<file path="src/rtl/register_file_be.sv">
// -----------------------------------------------------------------------------
// register_file_be
//   Multi-entry register file with two combinational read ports and one
//   synchronous write port qualified by per-byte enables. Entry 0 can be
//   hardwired to zero, and a write can optionally be forwarded to a read of
//   the same address in the same cycle.
//
// Parameters
//   WIDTH      data width in bits (multiple of 8)
//   DEPTH      number of entries (power of 2, >= 2)
//   ZERO_REG   1: entry 0 reads as zero and discards writes
//   BYPASS     1: a read of the address being written returns the merged value
//   RESET_VAL  value loaded into every entry while reset is low
//
// Ports
//   clk        clock, writes on rising edge
//   reset      asynchronous active-low reset (0 = in reset)
//   wr_en      write request
//   wr_addr    write index
//   wr_data    write data
//   wr_be      byte enables, bit i covers wr_data[8i+7:8i]
//   rd_addr_a  read port A index      rd_data_a  read port A data
//   rd_addr_b  read port B index      rd_data_b  read port B data
//
// Handshake: there is none. A write is accepted unconditionally on every
// rising edge where reset==1 and wr_en==1; reads are pure combinational
// lookups with no request/acknowledge.
// -----------------------------------------------------------------------------
module register_file_be #(
  parameter int               WIDTH     = 32,
  parameter int               DEPTH     = 32,
  parameter int               ZERO_REG  = 1,
  parameter int               BYPASS    = 1,
  parameter logic [WIDTH-1:0] RESET_VAL = '0
) (
  input  logic                      clk,
  input  logic                      reset,
  input  logic                      wr_en,
  input  logic [$clog2(DEPTH)-1:0]  wr_addr,
  input  logic [WIDTH-1:0]          wr_data,
  input  logic [WIDTH/8-1:0]        wr_be,
  input  logic [$clog2(DEPTH)-1:0]  rd_addr_a,
  output logic [WIDTH-1:0]          rd_data_a,
  input  logic [$clog2(DEPTH)-1:0]  rd_addr_b,
  output logic [WIDTH-1:0]          rd_data_b
);

  localparam int AW = $clog2(DEPTH);
  localparam int NB = WIDTH / 8;

  // Elaboration-time parameter sanity checks.
  if ((WIDTH % 8) != 0 || WIDTH < 8) begin : g_bad_width
    $error("register_file_be: WIDTH must be a non-zero multiple of 8");
  end
  if (DEPTH < 2 || (DEPTH & (DEPTH - 1)) != 0) begin : g_bad_depth
    $error("register_file_be: DEPTH must be a power of 2 and >= 2");
  end

  // ---------------------------------------------------------------------------
  // Storage
  // ---------------------------------------------------------------------------
  logic [WIDTH-1:0] mem [DEPTH];

  // Byte enables expanded to a bit mask.
  logic [WIDTH-1:0] be_mask;
  always_comb begin
    be_mask = '0;
    for (int b = 0; b < NB; b++) begin
      be_mask[8*b +: 8] = {8{wr_be[b]}};
    end
  end

  // Address 0 is special only when the zero register is enabled.
  logic wr_is_zero;
  assign wr_is_zero = (ZERO_REG != 0) && (wr_addr == '0);

  // Merged value of the entry being written: new bytes where enabled, stored
  // bytes elsewhere. Shared by the storage update and the bypass path so both
  // always agree on what the entry becomes.
  logic [WIDTH-1:0] wr_merged;
  assign wr_merged = (wr_data & be_mask) | (mem[wr_addr] & ~be_mask);

  // A write with no enabled bytes changes nothing, so it is not committed.
  logic wr_commit;
  assign wr_commit = wr_en && !wr_is_zero && (wr_be != '0);

  // Reset wins over a coincident write because it is the first branch and
  // is asynchronous.
  always_ff @(posedge clk or negedge reset) begin
    if (!reset) begin
      for (int i = 0; i < DEPTH; i++) begin
        mem[i] <= RESET_VAL;
      end
    end else if (wr_commit) begin
      mem[wr_addr] <= wr_merged;
    end
  end

  // ---------------------------------------------------------------------------
  // Read ports
  // ---------------------------------------------------------------------------
  // Forwarding requires an active write outside reset to a non-zero entry.
  logic byp_ok;
  assign byp_ok = (BYPASS != 0) && reset && wr_en && !wr_is_zero;

  logic [AW-1:0]    rd_addr [2];
  logic [WIDTH-1:0] rd_data [2];

  assign rd_addr[0] = rd_addr_a;
  assign rd_addr[1] = rd_addr_b;

  // Priority per port: zero entry, then reset value, then bypass, then storage.
  // The explicit reset-value leg keeps the outputs defined even if storage
  // has not yet been touched by a reset.
  always_comb begin
    for (int p = 0; p < 2; p++) begin
      rd_data[p] = mem[rd_addr[p]];
      if ((ZERO_REG != 0) && (rd_addr[p] == '0)) begin
        rd_data[p] = '0;
      end else if (!reset) begin
        rd_data[p] = RESET_VAL;
      end else if (byp_ok && (rd_addr[p] == wr_addr)) begin
        rd_data[p] = wr_merged;
      end
    end
  end

  assign rd_data_a = rd_data[0];
  assign rd_data_b = rd_data[1];

endmodule

</file>
<file path="config.mk">
export PLATFORM = sky130hd
export DESIGN_NAME = register_file_be
export DESIGN_NICKNAME = d
export VERILOG_FILES = /design/src/rtl/register_file_be.sv
export SDC_FILE = /design/constraint.sdc
export NUM_CORES = 2
export LEC_CHECK = 0
export CORE_ASPECT_RATIO = 1.2
export CORE_MARGIN = 2
export CORE_UTILIZATION = 25
export CTS_CLUSTER_SIZE = 16
export DETAILED_ROUTE_END_ITERATION = 7
export HOLD_SLACK_MARGIN = 0.1
export SYNTH_ARGS = -nofsm -noshare
export SYNTH_HDL_FRONTEND = slang
export SYNTH_SLANG_ARGS = --single-unit
</file>
<file path="constraint.sdc">
create_clock -name clk -period 10.3 [get_ports clk]
set_clock_uncertainty 0.15 [all_clocks]
set_input_delay 2.06 -clock clk [delete_from_list [all_inputs] [get_ports clk]]
set_output_delay 2.06 -clock clk [all_outputs]
set_load 0.01 [all_outputs]
</file>
Yosys cells after proc, flatten, opt, wreduce, memory -nomap -nowiden

Cells that the tools add are included.

Order comparisons: 4
Equal/unequal tests: 2
Mux-type cells: 18
Bitwise gates (word level): 7
Reduce and logical (&&, ||, !) cells: 12

Operators with widths:

| cell                 | count |
|---|---|
| $bwmux W1024         | 1 |
| $bmux W32 S5         | 3 |
| $mux W32             | 13 |
| $demux W32 S5        | 1 |
| $and A32 B32 Y32     | 2 |
| $not A32 Y32         | 1 |
| $or A32 B32 Y32      | 1 |
| $ge A6 B6 Y1 const B | 3 |
| $not A5 Y6           | 3 |
| $logic_not A5 Y1     | 3 |
| $eq A5 B5 Y1         | 2 |
| $logic_and A1 B1 Y1  | 7 |
| $lt A6 B1 Y1 const B | 1 |
| $reduce_bool A4 Y1   | 1 |
| $logic_not A1 Y1     | 1 |

Register bits: 1024
Input port bits: 54
Logic and storage cells: 75

Logic depth before layout (Yosys ltp)

Depth after elaboration: 9
Mapped depth: 11
Gate-level depth less buffers: 5

Worst setup path before layout

OpenSTA, ideal clock, no wires.

Path type: input to output
From: input rd_addr_a[0]
To: output rd_data_a[16]
Data arrival time: 4104 ps
Required time: 8090 ps
Slack: 3986 ps
Stages on the path: 10
Buffers on the path: 5
Path through: buf_4 buf_4 buf_4 buf_2 buf_4 mux2i_1 o22ai_1 a211oi_1 o21ai_0 a32o_1

Word-level cells in the longest chain between the ends: 7
Elaborated cells between the ends (all ways): 10
Classes of those cells: eq/ne (1); mux (6); bitwise (1); reduce/logical (2)

Ends and longest elaborated chain:

| item                                        | line | source |
|---|---|---|
| from (decl)                                 | 42   | `input logic [$clog2(DEPTH)-1:0] rd_addr_a,` |
| $not A5 Y6 (implied by the code)            | 117  | `rd_data[p] = mem[rd_addr[p]];` |
| $bmux W32 S5                                | 117  |  |
| $mux W32 (implied by the code) (2 in a row) | 117  |  |
| $mux W32                                    | 122  | `end else if (byp_ok && (rd_addr[p] == wr_addr)) begin` |
| $mux W32                                    | 120  | `end else if (!reset) begin` |
| $mux W32 (*)                                | 118  | `if ((ZERO_REG != 0) && (rd_addr[p] == '0)) begin` |
| to (decl)                                   | 43   | `output logic [WIDTH-1:0] rd_data_a,` |

Every way passes the cells marked *; elsewhere a longest branch is shown, timed or not. The select of a mux whose other input is x is not followed.

Worst setup path in the final report

From: input wr_addr[2]
To: output rd_data_b[31]

Word-level cells in the longest chain between the ends: 9
Elaborated cells between the ends (all ways): 14
Classes of those cells: eq/ne (1); mux (6); bitwise (3); reduce/logical (4)

Ends and longest elaborated chain:

| item                                        | line | source |
|---|---|---|
| from (decl)                                 | 39   | `input logic [$clog2(DEPTH)-1:0] wr_addr,` |
| $not A5 Y6 (implied by the code)            | 81   | `assign wr_merged = (wr_data & be_mask) \| (mem[wr_addr] & ~be_mask);` |
| $bmux W32 S5                                | 81   |  |
| $mux W32 (implied by the code) (2 in a row) | 81   |  |
| $and A32 B32 Y32                            | 81   |  |
| $or A32 B32 Y32                             | 81   |  |
| $mux W32 (*)                                | 122  |  |
| $mux W32 (*)                                | 120  |  |
| $mux W32 (*)                                | 118  |  |
| to (decl)                                   | 45   | `output logic [WIDTH-1:0] rd_data_b` |

Marks and branches as above.

==> impl_summary.md <==
Floorplanning
The I/O pin count is 118. The die outline height is 559 um. The die covers 261000 um2. The horizontal die dimension is 466 um. The number of rows in the core area is 203. The core area is 255000 um2. The effective utilization at floorplan is 25.1%.

Cells and area
The finished cells cover 72700 um2. The final layout net count is 4660. The non-filler instance count after layout is 8092. Compared with the post-synthesis result, the final layout area differs by 13.3%. The top register by number of flip-flops is mem. The largest registers in the layout are mem: 1024 flops. The share of the core filled with cells is 28.5%. In the final layout, the multi-input gates occupy 36100 um2. Counting the fill cells in the layout gives 25700. The number of flip-flops under the largest register name is 1024. The fraction of layout cells with a size suffix above 1 is 42.6%. Across the whole layout, storage elements account for 25600 um2.

Power and ir drop
The sum of internal, switching and leakage power is 0.0133 W. The total power per unit cell area is 184 nW/um2. The worst IR drop on VDD is 0.000134 V. The leakage power is 30.5 nW.

Drt
The average wire per standard cell is 32.6 um. For this run, design rule violations remaining after detail routing come to 0. The first detailed-routing pass took 6 iterations. The wire length reported by the detailed router is 264000 um.

The via-per-instance ratio is 5.87. The number of nets with antenna violations after detailed routing is 0. The number of vias in the routed layout is 47500. For this block, the initial DRC count from the detailed router was 5875.

GRT
The first global-routing pass estimated 371000 um of wire. The overflow left after global routing is 0. The overall fraction of global-route tracks in use is 19.7%. Entering global routing, the biggest net connects 98 pins.

The number of antenna violations at the first check in global routing came to 17. The via count of the first global-routing pass is 48000.

Synth
The top-area cell type share of the netlist area is 40.0%. Synthesis produced 4739 cells. During synthesis, Yosys emitted a total of 0 warnings. The commonest register cell after synthesis is sky130_fd_sc_hd__dfrtp_1. After synthesis, the netlist uses 73 different library cells.

After synthesis, the cell types taking the most area are sky130_fd_sc_hd__dfrtp_1 40%, sky130_fd_sc_hd__mux2_2 18%, sky130_fd_sc_hd__mux4_2 17%. Yosys mapped a number of flops with a built-in enable equal to 0. The commonest cells after synthesis are 1040 x sky130_fd_sc_hd__mux2_2, 1024 x sky130_fd_sc_hd__dfrtp_1, 640 x sky130_fd_sc_hd__mux2i_1, 486 x sky130_fd_sc_hd__mux4_2, 254 x sky130_fd_sc_hd__buf_2.

The number of nets produced by synthesis is 4793. The flip-flop and latch count after synthesis is 1024. Of all flip-flops after synthesis, the portion carrying an async set or reset was 100%. The mean cell area of the mapped netlist is 13.5 um2. The sequential share of the synthesized area is 40.0%. The area of the mapped netlist is 64100 um2. The synthesized design spends more area on one cell type than any other, namely sky130_fd_sc_hd__dfrtp_1. The most used standard cell by instance count after synthesis is sky130_fd_sc_hd__mux2_2.

Critical path
The required time reported for the critical path endpoint is 8090 ps. The longest individual stage delay on the worst path is 1180 ps. The worst setup path is captured at an output port. The data arrival time of the critical path is 6690 ps. The worst register-to-register path ends at mem[3].

Traced cell by cell, the critical path runs through buf_2 -> nand4b_1 -> o22ai_1 -> a211oi_1 -> a32oi_2 -> buf_4 -> a22o_1 -> clkdlybuf4s50_1. The largest driver fanout on the critical path is 38. STA classifies the critical path startpoint as an input port. The setup path with the least slack is of type in -> out.

The worst register-to-register path has a setup slack of 7370 ps. The logic depth of the worst register-to-register path is 6. The slowest stage of the critical path is the sky130_fd_sc_hd__nand4b_1 cell. The startpoint identified for the worst register-to-register timing path is mem[483].

Outcome
The flow ran to the end, and the final reports show no timing, DRC or antenna violations.

Job
The tool flagged a number of max-cap violations equal to 0.

Clocking
The TritonCTS clock tree is yes. The H-tree generated during clock tree synthesis spans 3 levels. Buffers added to address setup during post-CTS repair amount to 0. The buffer depth of the longest clock path is 3. The clock sink count is 1024. Post-CTS repair changed the size of 0 cells. In this run, post-CTS hold repair placed 0 buffers. The later pin in the worst-skew pair is clocked with a latency of 800 ps. The master cell of the clock root buffer is sky130_fd_sc_hd__clkbuf_16. Clock-pin slew was measured on the worst setup and hold paths at 60 ps. In this run, CTS created clock tree buffers numbering 113.

Timing
For the pin with the worst max-slew slack, the measured transition is 1440 ps. The final total negative setup slack is 0 ps. The highest clock frequency the design can meet is 0.112 GHz. The final max-slew violation count is 0. Setup repair after global routing left no endpoint under its margin. The routed design could run at a clock period as short as 8900 ps. Setup violations remaining at the end of the flow were counted as 0.

The final cycle utilization of the critical path is 86.4%. Headroom to the max-slew limit came out at 3.71%. The final hold violation count came to 0.

Place
The number of placed instances, taps included is 7873. The area of placed instances is 68800 um2. At the end of routability-driven placement, the weighted congestion stood at 0.890. During placement, the flow inserted port buffers numbering 117. The placed wire-length estimate after detailed placement is 161000 um.

Hold path
In this run the worst hold path is classified as reg -> reg. Counting instances, the worst hold path has a depth of 0. The start point of the worst min-delay path is mem[996]. The worst min-delay path endpoint is mem[996].
==> worst max-delay path, delay by kind of cell <==
family,cells,cell delay (ps)
AOI/OAI and AO/OA,4,1700
and+or+nand+nor,1,1180
buffers and inverters,3,1680
==> cell type report <==
type | instances | share of cell area [%]
Multi-Input combinational cell | 3137 | 49.6
Sequential cell | 1024 | 35.3
Tap cell | 3382 | 5.82
Clock buffer | 160 | 4.45
Timing Repair Buffer | 302 | 3.84
Clock inverter | 49 | 0.828
Inverter | 28 | 0.145
Antenna cell | 10 | 0.0344
==> worst max path at each step <==
stage / from / end / slack [ps] / cells after the start
floorplan: rd_addr_a[0] / rd_data_a[16] / 3990 / 10
global placement: wr_addr[4] / rd_data_b[31] / 1600 / 7
detailed placement: wr_addr[4] / rd_data_b[31] / 1570 / 7
CTS: wr_addr[2] / rd_data_b[20] / 1540 / 8
global route: wr_addr[2] / rd_data_b[31] / 1350 / 8
finish: wr_addr[2] / rd_data_b[31] / 1400 / 8
==> cell families (layout without fill, tap and decap cells) <==
group / count (synthesis) / after routing / synth area share [%]
flops: 1024 / 1024 / 40.0
mux: 2166 / 2166 / 45.3
compound gates: 648 / 648 / 7.64
buf+inv: 578 / 539 / 4.36
xor+xnor: 10 / 10 / 0.137
simple gates: 313 / 313 / 2.59
other cells: 0 / 10 / 0
==> layout by cell type, fill, tap and decap left out, types with 24 or more instances in the layout <==
cell / Yosys / routed
sky130_fd_sc_hd__mux4_2: 486 / 486
sky130_fd_sc_hd__clkdlybuf4s50_1: 0 / 101
sky130_fd_sc_hd__mux2_2: 1040 / 1040
sky130_fd_sc_hd__inv_1: 28 / 28
sky130_fd_sc_hd__dfrtp_1: 1024 / 1024
sky130_fd_sc_hd__clkbuf_16: 0 / 113
sky130_fd_sc_hd__nand3_1: 46 / 46
sky130_fd_sc_hd__clkbuf_8: 0 / 24
sky130_fd_sc_hd__a21oi_1: 80 / 80
sky130_fd_sc_hd__a22oi_1: 95 / 95
sky130_fd_sc_hd__a32o_1: 28 / 28
sky130_fd_sc_hd__clkbuf_1: 205 / 24
sky130_fd_sc_hd__a211oi_1: 65 / 65
sky130_fd_sc_hd__nor2_1: 46 / 29
sky130_fd_sc_hd__mux2i_1: 640 / 640
sky130_fd_sc_hd__o221ai_1: 27 / 27
sky130_fd_sc_hd__nand2_1: 98 / 85
sky130_fd_sc_hd__o22ai_1: 108 / 108
sky130_fd_sc_hd__o21ai_0: 41 / 41
sky130_fd_sc_hd__a22o_1: 69 / 69
sky130_fd_sc_hd__buf_4: 38 / 171
==> report_power, final <==
group | switching [W] | internal, W | leakage, nW
logic | 0.00157 | 0.00185 | 15.3
clock network | 0.00186 | 0.00242 | 1.87
registers | 0.000808 | 0.00484 | 13.4
total | 0.00424 | 0.00910 | 30.5
==> metrics by stage <==
| step | worst slack (ps) | hold WS [ps] |
|---|---|---|
| after global placement | 1600 | 250 |
| after floorplan | 3990 | 312 |
| after CTS | 1540 | 271 |
| final | 1400 | 269 |
| after detailed placement | 1570 | 256 |
| after global routing | 1350 | 290 |
==> per-layer routing <==
layer  vias to the layer above  GRT usage (%)  wire (um)
met1                     25100           24.5      99000
li1                      18400              -          -
met4                         8           13.9      20900
met5                         -              0         44
met3                       903           4.78      26100
met2                      3048           30.1     118000
Note: power is estimated with default switching activity, not from simulation.
